## config.mk

```make
export PLATFORM = sky130hd
export DESIGN_NAME = regfile_dump
export DESIGN_NICKNAME = d
export VERILOG_FILES = /design/src/rtl/regfile_dump.sv
export SDC_FILE = /design/constraint.sdc
export NUM_CORES = 1
export LEC_CHECK = 0
export CORE_UTILIZATION = 45
export CTS_BUF_LIST = sky130_fd_sc_hd__clkbuf_4
export DETAILED_ROUTE_END_ITERATION = 12
export PLACE_DENSITY = 0.94
export SLEW_MARGIN = 5
export SYNTH_ARGS = -nofsm -noshare
export SYNTH_HDL_FRONTEND = slang
export SYNTH_SLANG_ARGS = --single-unit
```

## constraint.sdc

```tcl
create_clock -name clk -period 2.95 [get_ports clk]
set_input_delay 0.59 -clock clk [delete_from_list [all_inputs] [get_ports clk]]
set_output_delay 0.59 -clock clk [all_outputs]
set_load 0.02 [all_outputs]
```

## src/rtl/regfile_dump.sv

```systemverilog
// Purpose : streams {index, value} for x0..x(NUM_REGS-1) after a start pulse, forwarding core write-backs.
// Latency : first beat one cycle after start; one beat per cycle with out_ready high; done one cycle after the last beat.
// Backpr. : out_ready low holds out_index/out_valid; out_data only changes through write-back forwarding.
//
// Ports:
//   clk, rst             core clock, synchronous active-low reset
//   start / busy / done  dump request, dump in progress, end-of-dump pulse
//   rf_raddr / rf_rdata  dedicated register-file read port (combinational read)
//   wb_en/wb_addr/wb_data core write-back bus snoop
//   out_valid/out_ready/out_index/out_data  beat stream
module regfile_dump #(
  parameter int NUM_REGS = 32,
  parameter int XLEN     = 32,
  parameter int IDX_W    = 5
) (
  input  logic             clk,
  input  logic             rst,
  input  logic             start,
  output logic             busy,
  output logic             done,
  output logic [IDX_W-1:0] rf_raddr,
  input  logic [XLEN-1:0]  rf_rdata,
  input  logic             wb_en,
  input  logic [IDX_W-1:0] wb_addr,
  input  logic [XLEN-1:0]  wb_data,
  output logic             out_valid,
  input  logic             out_ready,
  output logic [IDX_W-1:0] out_index,
  output logic [XLEN-1:0]  out_data
);

  localparam logic [IDX_W-1:0] LAST = IDX_W'(NUM_REGS - 1);

  typedef enum logic {
    IDLE,
    STREAM
  } state_t;

  state_t          state;
  logic [XLEN-1:0] load_val;
  logic            last_beat;

  assign last_beat = (out_index == LAST);

  // Lookahead read: the register after the one being presented, so a
  // handshake can load the next beat in the same edge. Held at the last
  // index to avoid running past the end of the file.
  always_comb begin
    rf_raddr = '0;
    if (state == STREAM) begin
      rf_raddr = last_beat ? out_index : out_index + IDX_W'(1);
    end
  end

  // x0 is hardwired to zero; a write-back in the load cycle beats the
  // register file, which only commits it at this same edge.
  always_comb begin
    load_val = rf_rdata;
    if (rf_raddr == '0) begin
      load_val = '0;
    end else if (wb_en && (wb_addr == rf_raddr)) begin
      load_val = wb_data;
    end
  end

  always_ff @(posedge clk) begin
    if (!rst) begin
      state     <= IDLE;
      busy      <= 1'b0;
      done      <= 1'b0;
      out_valid <= 1'b0;
      out_index <= '0;
      out_data  <= '0;
    end else begin
      done <= 1'b0;
      case (state)
        IDLE: begin
          if (start) begin
            state     <= STREAM;
            busy      <= 1'b1;
            out_valid <= 1'b1;
            out_index <= '0;
            out_data  <= '0;
          end
        end
        STREAM: begin
          if (out_valid && out_ready) begin
            if (last_beat) begin
              state     <= IDLE;
              busy      <= 1'b0;
              out_valid <= 1'b0;
              done      <= 1'b1;
            end else begin
              out_index <= out_index + IDX_W'(1);
              out_data  <= load_val;
            end
          end else if (wb_en && (wb_addr == out_index) && (out_index != '0)) begin
            // Stalled beat keeps tracking the latest architectural value.
            out_data <= wb_data;
          end
        end
        default: begin
          state <= IDLE;
        end
      endcase
    end
  end

endmodule

```

==> results <==
==> routing by layer <==
layer | GRT usage, % | wire (um)
met1 | 32.3 | 3760
met2 | 40.5 | 4250
met4 | 5.70 | 100
met5 | 0 | 0
met3 | 4.97 | 550
==> cells in the mapped netlist (all sizes together) <==
cell type   n  share of area [%]
a31oi       2               0.42
and2        2               0.42
clkbuf     24                5.5
nand2      47                5.9
or2b        2               0.59
ha          2               0.84
and3        1               0.21
o211a       2               0.92
mux2i       3                1.1
and2b       1               0.29
a21oi      33                7.9
nand4       3                1.6
inv         3               0.38
nand3b      1               0.25
nand2b      1               0.21
xor2        5                2.1
a32oi       1               0.29
nor2b       1               0.21
o211ai     32                 10
o311a      32                 11
buf        15                6.8
nor2        4               0.59
a21boi      6                1.5
nor3        1               0.17
nand3       2               0.34
o21ai      67                 11
xnor2       4                1.4
nor4b       1               0.29
nor4        1               0.21
dfxtp      40                 27
==> power by group through the flow <==
stage | sequential, mW | clock [mW] | combinational [mW]
3_3_place_gp | 0.617 | 0 | 0.472
5_1_grt | 0.613 | 0.297 | 0.524
4_1_cts | 0.606 | 0.274 | 0.486
3_5_place_dp | 0.617 | 0 | 0.483
6_report | 0.607 | 0.269 | 0.487
2_1_floorplan | 0.658 | 0 | 0.222
==> through the flow <==
| step | hold slack [ns] | cell area (um2) |
|---|---|---|
| 6_report | 0.539 | 4090 |
| 5_1_grt | 0.574 | 4090 |
| 4_1_cts | 0.557 | 4070 |
| 3_5_place_dp | 0.532 | 4020 |
| 3_3_place_gp | 0.525 | 4020 |
| 2_1_floorplan | 0.602 | 2980 |
==> sequential cells by signal, summed over array words and instances (netlist names) <==
register,count
state,1
out_index,5
done,1
out_valid,1
out_data,32
==> worst max-delay path: stages, from the launching register on <==
cell,delay (ns)
sky130_fd_sc_hd__dfxtp_2,0.43
sky130_fd_sc_hd__ha_2,0.30
sky130_fd_sc_hd__nand4_4,0.16
sky130_fd_sc_hd__mux2i_2,0.31
sky130_fd_sc_hd__clkdlybuf4s50_1,0.65
==> worst max-delay path by stage <==
stage,start,endpoint,slack [ns],depth (start not counted)
after floorplan,out_index[0],out_data[31],0.23,8
final,out_index[0],rf_raddr[0],0.16,4
after detailed placement,out_index[0],out_data[0],0.28,8
after global placement,out_index[0],rf_raddr[1],0.38,4
after global routing,out_index[0],rf_raddr[0],0.06,4
after CTS,out_index[0],rf_raddr[0],0.004,4
==> final cells by class <==
class | count | area [um2]
fillers | 549 | 2300
multi-input cells | 257 | 1840
repair buffers | 128 | 1300
flip-flops and latches | 40 | 803
well taps | 77 | 96.3
clock buffers | 5 | 37.5
inverters | 3 | 11.3
clock inverters | 2 | 7.51
==> kinds of logic (layout without fill, tap and decap cells) <==
kind of cell | after synthesis | after routing | share of synthesized area [%]
AOI/OAI and AO/OA | 175 | 175 | 43.7
and+or+nand+nor | 68 | 68 | 11.3
buffers and inverters | 42 | 138 | 12.7
DFF | 40 | 40 | 26.8
xor gates and xnor gates | 9 | 9 | 3.52
muxes | 3 | 3 | 1.13
adders and majority gates | 2 | 2 | 0.838
==> what timing repair did <==
item / 4_1_cts / 5_1_grt
pin swaps: 0 / 0
cloned: 0 / 0
setup endpoints to repair: 3 / 3
gates resized for setup: 2 / 5
==> impl_metrics.py <==
metrics = {
    "final_layout": {
        "postLayoutCoreUtil_pct": 64.0,
        "areaGrowthSynthToFinish_pct": 37.0,
        "layout.cells.most_common_list": "sky130_fd_sc_hd__clkdlybuf4s50_1, sky130_fd_sc_hd__o21ai_0, sky130_fd_sc_hd__nand2_1, sky130_fd_sc_hd__dfxtp_1, sky130_fd_sc_hd__o311a_1",
        "num_antenna_cells": 0,
        "final-instance-count-excl-fill": 512,
        "most_common_library_cell_in_the_layout_ignoring_fill_and_taps": "sky130_fd_sc_hd__clkdlybuf4s50_1",
        "drive_above_1_share_pct": 16.3,
        "finalNetCount": 511,
    },
    "drt": {
        "routed_wire_length_per_instance_um": 16.9,
        "drt_pass1_iterations": 4,
        "drtIter0Drc": 165,
        "number_of_design_rule_violations_left_after_detail_routing": 0,
        "ant_nets": 0,
        "viasPerCell": 6.00,
        "routed-via-count": 3074,
        "totalWireLength_um": 8660,
    },
    "pwr": {
        "power_mw": 1.36,
        "peak_supply_drop_mv": 0.224,
        "leakage_nw": 1.34,
        "clockPowerShare_pct": 19.7,
        "internal_power_uw": 915,
        "cellPowerDensity_nw_per_um2": 333,
        "power.share.combinational_pct": 35.7,
        "power.sequential.fraction_pct": 44.5,
        "power.net_switching_uw": 449,
        "switching_share_pct": 32.9,
    },
    "flow_run": {
        "drv_cap": 0,
    },
    "hold_path": {
        "min-delay-path-class": "register to register",
        "min_to": "out_index[0]",
        "worst_hold_path_cell_count": 2,
        "hold_path_startpoint": "out_index[0]",
    },
    "die": {
        "die_height_um": 83.4,
        "pin_count": 119,
        "die_area_um2": 6960,
        "core_area_um2": 6390,
        "rows": 29,
        "initial_core_utilization_pct": 46.7,
        "die_x_um": 83.4,
    },
    "clock_network": {
        "cts_root_buffer": "sky130_fd_sc_hd__clkbuf_4",
        "tritoncts_clock_tree": "done",
        "clock_path_buffers": 2,
        "cts.sink_count": 40,
        "clock_latency_ns": 0.34,
        "postCtsSetupRepairBufs": 0,
        "cts_inserted_buffers": 5,
        "htree_num_levels": 2,
        "clk_pin_slew_ns": 0.12,
        "cts-hold-fix-buffers": 0,
    },
    "timing": {
        "timing.slew.headroom_pct": 64.0,
        "final.setup.worst_slack_ns": 0.165,
        "max_slew.worst_pin.slew_ns": 0.535,
        "final.setup_skew_ns": 0.00580,
        "hold_viol": 0,
        "finalWorstPathRequiredPeriod_ns": 2.79,
        "grt_setup_unrepaired": "no",
        "setup_viol_count_final": 0,
        "drv_slew": 0,
        "post-route-period-util_pct": 94.4,
        "fin_tns_setup_ns": 0,
        "max_clock_freq_ghz": 0.359,
    },
    "global_route": {
        "global_route_wire_length_before_repair_um": 14100,
        "antenna_found_initial": 0,
        "leftover_overflow_at_the_end_of_global_routing": 0,
        "globalRouteTotalUtil_pct": 24.3,
        "pin_count_of_the_biggest_net_entering_global_routing": 65,
        "via_count_of_the_first_global_routing_pass": 2897,
    },
    "worst_setup_path": {
        "r2r_slack_ns": 0.49,
        "worst_path_arrival_time_ns": 2.20,
        "crit-reg2reg-launch": "out_index[0]",
        "r2r_end": "out_data[0]",
        "timing.critical_path.fanout_max": 8,
        "cp_data_required_time_ns": 2.36,
        "reg2reg_depth": 8,
        "start_kind": "register",
        "critical_path_sink_type": "output pin",
        "criticalPathCategory": "register to output pin",
    },
    "synth": {
        "avgSynthCellArea_um2": 8.80,
        "mappedNetlistArea_um2": 2980,
        "synth.yosys.warnings": 0,
        "distinct_cell_type_count_after_synthesis": 45,
        "mappedNetlistNets": 415,
        "synth_seq_area_share_pct": 26.8,
        "synthCells": 339,
        "ys_seq_elements": 40,
    },
    "placement": {
        "dp_slack_ns": 0.283,
        "numPortBuffers": 118,
        "gp_congestion": 0.836,
        "dpl.cell_count": 505,
        "detailed_place_hpwl_um": 5800,
    },
    "status": {
        "run_status": "finished clean",
    },
}
No activity file was read; power rests on OpenSTA's default activity.
